--- config.mk ---
export PLATFORM = sky130hd
export DESIGN_NAME = det_scheduler_flat
export DESIGN_NICKNAME = d
export VERILOG_FILES = /design/src/rtl/det_scheduler_if.sv /design/src/rtl/det_scheduler.sv /design/src/flat_wrapper.sv
export SDC_FILE = /design/constraint.sdc
export NUM_CORES = 1
export LEC_CHECK = 0
export CORE_AREA = 10 10 252 254
export CTS_CLUSTER_SIZE = 10
export DETAILED_ROUTE_END_ITERATION = 8
export DIE_AREA = 0 0 262 264
export DONT_BUFFER_PORTS = 1
export HOLD_SLACK_MARGIN = 0.15
export MAX_ROUTING_LAYER = met4
export PLACE_DENSITY = 0.41
export SLEW_MARGIN = 15
export SYNTH_ARGS = -nofsm -noshare
export SYNTH_HDL_FRONTEND = slang
export SYNTH_SLANG_ARGS = --single-unit
--- constraint.sdc ---
create_clock -name clock -period 2.84 [get_ports clock]
set_clock_uncertainty 0.2 [all_clocks]
set_input_delay 0.426 -clock clock [delete_from_list [all_inputs] [get_ports clock]]
set_output_delay 0.426 -clock clock [all_outputs]
set_load 0.1 [all_outputs]
--- src/rtl/det_scheduler_if.sv ---
// det_scheduler_if
//   One requester's connection to the determinant scheduler: a request channel
//   (valid/ready plus matrix order and 5x5 element payload) and a response
//   channel (valid/ready plus determinant, overflow and error flags).
//   master : requester side (drives request payload and resp_ready)
//   slave  : scheduler side (drives req_ready and the response payload)
//   Element (r,c) of req_matrix lives at [(5r+c)*W +: W], signed.
interface det_scheduler_if #(
  parameter int W = 8
);
  logic              req_valid;
  logic              req_ready;
  logic [2:0]        req_size;
  logic [25*W-1:0]   req_matrix;
  logic              resp_valid;
  logic              resp_ready;
  logic [W-1:0]      resp_det;
  logic              resp_overflow;
  logic              resp_error;

  modport master (
    output req_valid, req_size, req_matrix, resp_ready,
    input  req_ready, resp_valid, resp_det, resp_overflow, resp_error
  );

  modport slave (
    input  req_valid, req_size, req_matrix, resp_ready,
    output req_ready, resp_valid, resp_det, resp_overflow, resp_error
  );
endinterface

--- src/rtl/det_scheduler.sv ---
// det_scheduler
//   Shares one fixed-latency 5x5 determinant datapath between two requesters.
//   Requests are arbitrated round-robin in IDLE; an accepted NxN matrix
//   (N=1..5) is padded to 5x5 with identity and presented on dp_matrix, the
//   scheduler waits DP_LATENCY cycles, captures dp_det/dp_overflow and
//   returns the result to the granted requester. Sizes 0,6,7 are answered
//   immediately with error=1 and det=0.
// Ports:
//   clock, reset      rising-edge clock, synchronous active-high reset
//   req0, req1        requester channels (det_scheduler_if.slave)
//   dp_matrix         registered datapath input, held while waiting
//   dp_det/overflow   datapath result, valid DP_LATENCY cycles after dp_matrix
//   busy              high whenever the controller is not idle
//   ops_count         completed responses, wraps
module det_scheduler #(
  parameter int DP_LATENCY = 2,
  parameter int W          = 8,
  parameter int CNT_W      = 16
) (
  input  logic                clock,
  input  logic                reset,
  det_scheduler_if.slave      req0,
  det_scheduler_if.slave      req1,
  output logic [25*W-1:0]     dp_matrix,
  input  logic [W-1:0]        dp_det,
  input  logic                dp_overflow,
  output logic                busy,
  output logic [CNT_W-1:0]    ops_count
);

  localparam int LAT_W = (DP_LATENCY < 2) ? 1 : $clog2(DP_LATENCY + 1);

  typedef enum logic [1:0] {
    S_IDLE = 2'd0,
    S_WAIT = 2'd1,
    S_RESP = 2'd2
  } state_t;

  state_t            state_q, state_d;
  logic              ptr_q, ptr_d;       // requester favoured on a tie
  logic              gid_q, gid_d;       // requester owning the current op
  logic [LAT_W-1:0]  cnt_q, cnt_d;
  logic [25*W-1:0]   dpm_q, dpm_d;
  logic [W-1:0]      det_q, det_d;
  logic              ovf_q, ovf_d;
  logic              err_q, err_d;
  logic [CNT_W-1:0]  ops_q, ops_d;

  // Arbitration: a lone requester wins; on a tie the pointer decides.
  logic              any_valid;
  logic              grant_id;
  logic [2:0]        sel_size;
  logic [25*W-1:0]   sel_matrix;
  logic [25*W-1:0]   pad_matrix;
  logic              size_ok;
  logic              resp_ready_sel;

  assign any_valid  = req0.req_valid | req1.req_valid;
  assign grant_id   = (req0.req_valid & req1.req_valid) ? ptr_q : req1.req_valid;
  assign sel_size   = grant_id ? req1.req_size   : req0.req_size;
  assign sel_matrix = grant_id ? req1.req_matrix : req0.req_matrix;
  assign size_ok    = (sel_size >= 3'd1) && (sel_size <= 3'd5);
  assign resp_ready_sel = gid_q ? req1.resp_ready : req0.resp_ready;

  // Identity padding: keep the top-left NxN block, 1 on the remaining
  // diagonal, 0 elsewhere, so the 5x5 determinant equals the NxN one.
  generate
    for (genvar gi = 0; gi < 25; gi++) begin : g_pad
      localparam int R = gi / 5;
      localparam int C = gi % 5;
      always_comb begin
        if ((sel_size > 3'(R)) && (sel_size > 3'(C))) begin
          pad_matrix[gi*W +: W] = sel_matrix[gi*W +: W];
        end else if (R == C) begin
          pad_matrix[gi*W +: W] = W'(1);
        end else begin
          pad_matrix[gi*W +: W] = '0;
        end
      end
    end
  endgenerate

  always_comb begin
    state_d = state_q;
    ptr_d   = ptr_q;
    gid_d   = gid_q;
    cnt_d   = cnt_q;
    dpm_d   = dpm_q;
    det_d   = det_q;
    ovf_d   = ovf_q;
    err_d   = err_q;
    ops_d   = ops_q;
    case (state_q)
      S_IDLE: begin
        // The granted requester's ready is high whenever any request is
        // present, so any_valid is exactly the handshake condition.
        if (any_valid) begin
          gid_d = grant_id;
          ptr_d = ~grant_id;
          if (size_ok) begin
            dpm_d   = pad_matrix;
            cnt_d   = LAT_W'(DP_LATENCY);
            state_d = S_WAIT;
          end else begin
            det_d   = '0;
            ovf_d   = 1'b0;
            err_d   = 1'b1;
            state_d = S_RESP;
          end
        end
      end
      S_WAIT: begin
        cnt_d = cnt_q - LAT_W'(1);
        if (cnt_q == LAT_W'(1)) begin
          det_d   = dp_det;
          ovf_d   = dp_overflow;
          err_d   = 1'b0;
          state_d = S_RESP;
        end
      end
      S_RESP: begin
        if (resp_ready_sel) begin
          ops_d   = ops_q + CNT_W'(1);
          state_d = S_IDLE;
        end
      end
      default: state_d = S_IDLE;
    endcase
  end

  always_ff @(posedge clock) begin
    if (reset) begin
      state_q <= S_IDLE;
      ptr_q   <= 1'b0;
      gid_q   <= 1'b0;
      cnt_q   <= '0;
      dpm_q   <= '0;
      det_q   <= '0;
      ovf_q   <= 1'b0;
      err_q   <= 1'b0;
      ops_q   <= '0;
    end else begin
      state_q <= state_d;
      ptr_q   <= ptr_d;
      gid_q   <= gid_d;
      cnt_q   <= cnt_d;
      dpm_q   <= dpm_d;
      det_q   <= det_d;
      ovf_q   <= ovf_d;
      err_q   <= err_d;
      ops_q   <= ops_d;
    end
  end

  assign req0.req_ready = (state_q == S_IDLE) & req0.req_valid & ~grant_id;
  assign req1.req_ready = (state_q == S_IDLE) & req1.req_valid &  grant_id;

  // Result payload is steered to the owning requester only; the other
  // side reads zero. In IDLE the last owner keeps seeing its last result.
  assign req0.resp_valid    = (state_q == S_RESP) & ~gid_q;
  assign req1.resp_valid    = (state_q == S_RESP) &  gid_q;
  assign req0.resp_det      = gid_q ? '0   : det_q;
  assign req1.resp_det      = gid_q ? det_q : '0;
  assign req0.resp_overflow = ~gid_q & ovf_q;
  assign req1.resp_overflow =  gid_q & ovf_q;
  assign req0.resp_error    = ~gid_q & err_q;
  assign req1.resp_error    =  gid_q & err_q;

  assign dp_matrix = dpm_q;
  assign busy      = (state_q != S_IDLE);
  assign ops_count = ops_q;

endmodule

--- src/flat_wrapper.sv ---
// flat-port wrapper written by rule: the top's interface ports become plain ports
module det_scheduler_flat 
#(
  parameter int DP_LATENCY = 2,
  parameter int W          = 8,
  parameter int CNT_W      = 16
)
  (clock, reset, dp_matrix, dp_det, dp_overflow, busy, ops_count, req0_req_valid, req0_req_size, req0_req_matrix, req0_resp_ready, req0_req_ready, req0_resp_valid, req0_resp_det, req0_resp_overflow, req0_resp_error, req1_req_valid, req1_req_size, req1_req_matrix, req1_resp_ready, req1_req_ready, req1_resp_valid, req1_resp_det, req1_resp_overflow, req1_resp_error);
  det_scheduler_if #(.W(W)) req0_i ();
  det_scheduler_if #(.W(W)) req1_i ();
  input  logic clock;
  input  logic reset;
  output logic [25*W-1:0] dp_matrix;
  input  logic [W-1:0] dp_det;
  input  logic dp_overflow;
  output logic busy;
  output logic [CNT_W-1:0] ops_count;
  input wire logic [$bits(req0_i.req_valid)-1:0] req0_req_valid;
  input wire logic [$bits(req0_i.req_size)-1:0] req0_req_size;
  input wire logic [$bits(req0_i.req_matrix)-1:0] req0_req_matrix;
  input wire logic [$bits(req0_i.resp_ready)-1:0] req0_resp_ready;
  output wire logic [$bits(req0_i.req_ready)-1:0] req0_req_ready;
  output wire logic [$bits(req0_i.resp_valid)-1:0] req0_resp_valid;
  output wire logic [$bits(req0_i.resp_det)-1:0] req0_resp_det;
  output wire logic [$bits(req0_i.resp_overflow)-1:0] req0_resp_overflow;
  output wire logic [$bits(req0_i.resp_error)-1:0] req0_resp_error;
  input wire logic [$bits(req1_i.req_valid)-1:0] req1_req_valid;
  input wire logic [$bits(req1_i.req_size)-1:0] req1_req_size;
  input wire logic [$bits(req1_i.req_matrix)-1:0] req1_req_matrix;
  input wire logic [$bits(req1_i.resp_ready)-1:0] req1_resp_ready;
  output wire logic [$bits(req1_i.req_ready)-1:0] req1_req_ready;
  output wire logic [$bits(req1_i.resp_valid)-1:0] req1_resp_valid;
  output wire logic [$bits(req1_i.resp_det)-1:0] req1_resp_det;
  output wire logic [$bits(req1_i.resp_overflow)-1:0] req1_resp_overflow;
  output wire logic [$bits(req1_i.resp_error)-1:0] req1_resp_error;
  assign req0_i.req_valid = req0_req_valid;
  assign req0_i.req_size = req0_req_size;
  assign req0_i.req_matrix = req0_req_matrix;
  assign req0_i.resp_ready = req0_resp_ready;
  assign req0_req_ready = req0_i.req_ready;
  assign req0_resp_valid = req0_i.resp_valid;
  assign req0_resp_det = req0_i.resp_det;
  assign req0_resp_overflow = req0_i.resp_overflow;
  assign req0_resp_error = req0_i.resp_error;
  assign req1_i.req_valid = req1_req_valid;
  assign req1_i.req_size = req1_req_size;
  assign req1_i.req_matrix = req1_req_matrix;
  assign req1_i.resp_ready = req1_resp_ready;
  assign req1_req_ready = req1_i.req_ready;
  assign req1_resp_valid = req1_i.resp_valid;
  assign req1_resp_det = req1_i.resp_det;
  assign req1_resp_overflow = req1_i.resp_overflow;
  assign req1_resp_error = req1_i.resp_error;
  det_scheduler #(.DP_LATENCY(DP_LATENCY), .W(W), .CNT_W(CNT_W)) u_core (.clock(clock), .reset(reset), .req0(req0_i), .req1(req1_i), .dp_matrix(dp_matrix), .dp_det(dp_det), .dp_overflow(dp_overflow), .busy(busy), .ops_count(ops_count));
endmodule
==> metrics.yaml <==
critPathSlowestCell: "dlygate4sd3_1"
die_h_um: 264
maxSlewViolCount: 0
finalSetupViolCount: 0
synthTopCellsByCount: "dfxtp_1, nor2_1, nand2_1, o21ai_0, nand3_1"
ys_seq_elements: 232
ys.flop_type: "dfxtp_1"
synth_area_mm2: 0.0114
vias: 13600
routed-wl-met3_um: 5290
io_pins: 662
routed_wl_um: 62600
area_growth_pct: 64.9
stdcell_area_mm2: 0.0187
globalplace.congestion: 0.831
place_ws_ns: 0.368
routed-wl-met2_um: 30900
cts_buffers: 29
cp_cell_sequence: "nand2b_4 -> a211o_4 -> o22ai_4 -> buf_12 -> buf_4 -> clkbuf_16 -> a311oi_1 -> dlygate4sd3_1"
utilization_pct: 32.1
cellLeakagePower_nw: 7.53
grt_pass1_wl_um: 86400
coreArea_mm2: 0.0585
dpl.hpwl_um: 40200
totalPowerFinal_mw: 14.7
grt_start_max_net_pins: 123
firstDrtPassIters: 5
worstSetupPathType: "reg -> reg"
clk_transition_reported_paths_ns: 0.06
wl_met1_um: 24700
fin_hold_ws_ns: 0.176
status: "completed"
synthTopCellsByArea: "dfxtp_1, o21ai_0, mux2_2, nor2_1, nand2_1"
drive_above_1_share_pct: 20.1
cts_tree: "yes"
intPower_mw: 7.67
fin_setup_tns_ns: 0
syn_area_per_cell_um2: 7.84
synth_edf_count: 0
tightest_slew_ns: 1.06
dpl_cell_area_mm2: 0.0136
switching_share_pct: 47.7
synth_area_leader_cell: "dfxtp_1"
fin_nets: 2384
cts_sinks: 232
fin_crit_sh_pct: 97.1
cts-root-buf: "clkbuf_16"
cts_buffer_depth: 3
vias_per_cell: 4.93
grt_overflow: 0
synthArstFlopShare_pct: 0
p_seq_share_pct: 30.5
switchingPower_mw: 6.99
clkPwrFrac_pct: 23.5
synth.distinct_cells: 43
cp.required_ns: 3.09
hold_viol: 0
yosysMostFrequentCell: "dfxtp_1"
synth_nets: 1872
end_kind: "register"
drt_iter0_markers: 1166
top_layer_used: "met4"
maxCapViolations: 0
dieArea_mm2: 0.0692
syn_inst: 1449
cpLargestDelayFamily: "buffers and inverters"
yosysSeqAreaShare_pct: 40.9
fmax_mhz: 363
insertion_delay_ns: 0.57
start_util_pct: 19.4
routedWlPerCell_um: 22.7
cp_max_fo: 31
post_layout_nonfiller_instances: 2753
std_cell_rows: 89
cp_data_arrival_time_ns: 3.00
antenna_found_initial: 4
critPathMaxStageDelay_ns: 0.59
power_density_mw_per_mm2: 782
synth_top_area_share_pct: 40.9
route.detailed.drc: 0
path_buf_inv: 4
dp.cells: 2297
grt_usage_pct: 16.3
slew-limit-headroom_pct: 29.5
min_period_ns: 2.76
comb_power_share_pct: 46.0
ant_nets: 0
grt_pass1_vias: 13600
start_kind: "register"
cts_max_level: 1
fp.dieW_um: 262
worst_hold_path_type: "in -> reg"
port_buffers: 0
ys_warn_count: 0
ir_worst_vdd_mv: 0.512
layout_setup_ws_ns: 0.0826
-- worst register-to-register path: cells and delay by family (launching register included) --
kind,cells,cell delay (ns)
AO/OA/AOI/OAI,3,0.82
buffers and inverters,4,1.13
flip-flops,1,0.31
AND/OR/NAND/NOR,1,0.18
-- cells by family after synthesis --
| logic type | synth area share (%) |
|---|---|
| compound gates | 21.1 |
| xor+xnor | 1.16 |
| fa+ha+maj | 0.220 |
| buf+inv | 6.22 |
| flops | 40.9 |
| mux | 6.31 |
| simple gates | 24.1 |
-- state kept, by name, summed over array words and instances (netlist names) --
name	count
u_core.cnt_q	2
u_core.gid_q	1
u_core.ovf_q	1
u_core.ptr_q	1
u_core.err_q	1
u_core.dp_matrix	200
u_core.ops_count	16
u_core.state_q	2
u_core.det_q	8
-- final timing paths --
kind	depth (start not counted)	startpoint	end	slack, ns
min	2	reset	u_core.dp_matrix[154]	0.18
max reg2reg	8	u_core.ptr_q	u_core.dp_matrix[14]	0.08
min reg2reg	2	u_core.dp_matrix[64]	u_core.dp_matrix[64]	0.27
max	8	u_core.ptr_q	u_core.dp_matrix[14]	0.08
-- cell usage in the layout, fill, tap and decap left out, types with 8 or more instances in the layout --
cell           netlist  layout
nand2_1            155     154
a22o_1               9       9
o21ai_0            147     147
a21oi_1             65      65
a221oi_1            40      37
dfxtp_1            232     231
clkbuf_1           106       8
mux2_2              61      60
nor3_1              44      44
and2_1              11      10
dlygate4sd3_1        0     376
nor2b_2              0      10
buf_4                6     236
nor2_1             167     162
clkbuf_16            0      34
buf_12               0       8
nand3_1            107     107
nand4_1             76      76
a311oi_1            32      32
a211oi_1            73      73
xor2_1              12      12
-- layout make-up --
type | instances | area [µm²]
antenna | 4 | 10.0
multi-input combinational | 1053 | 6210
clock buffer | 43 | 838
inverter | 8 | 30.0
sequential | 232 | 4650
timing repair buffer | 637 | 6030
fill | 6058 | 39700
clock inverter | 3 | 21.3
tap | 773 | 967
-- power by group through the flow --
stage / Combinational [mW] / Clock (mW) / Sequential [mW]
2_1_floorplan: 1.76 / 0 / 7.19
3_3_place_gp: 5.70 / 0 / 4.52
3_5_place_dp: 5.73 / 0 / 4.53
4_1_cts: 6.42 / 3.59 / 4.46
5_1_grt: 7.11 / 3.70 / 4.52
6_report: 6.75 / 3.45 / 4.47
-- routing by layer --
layer | vias to the layer above | track usage [%]
met2 | 629 | 27.5
met4 | 0 | 4.49
li1 | 6270 | -
met3 | 111 | 4.54
met5 | - | -
met1 | 6572 | 18.6
-- what timing repair did --
item,CTS,global route
buffers inserted,0,17
hold buffers,379,0
endpoints found under the hold margin,232,0
resized for setup,0,26
setup endpoints to repair,0,122
Note: power is estimated with default switching activity, not from simulation.
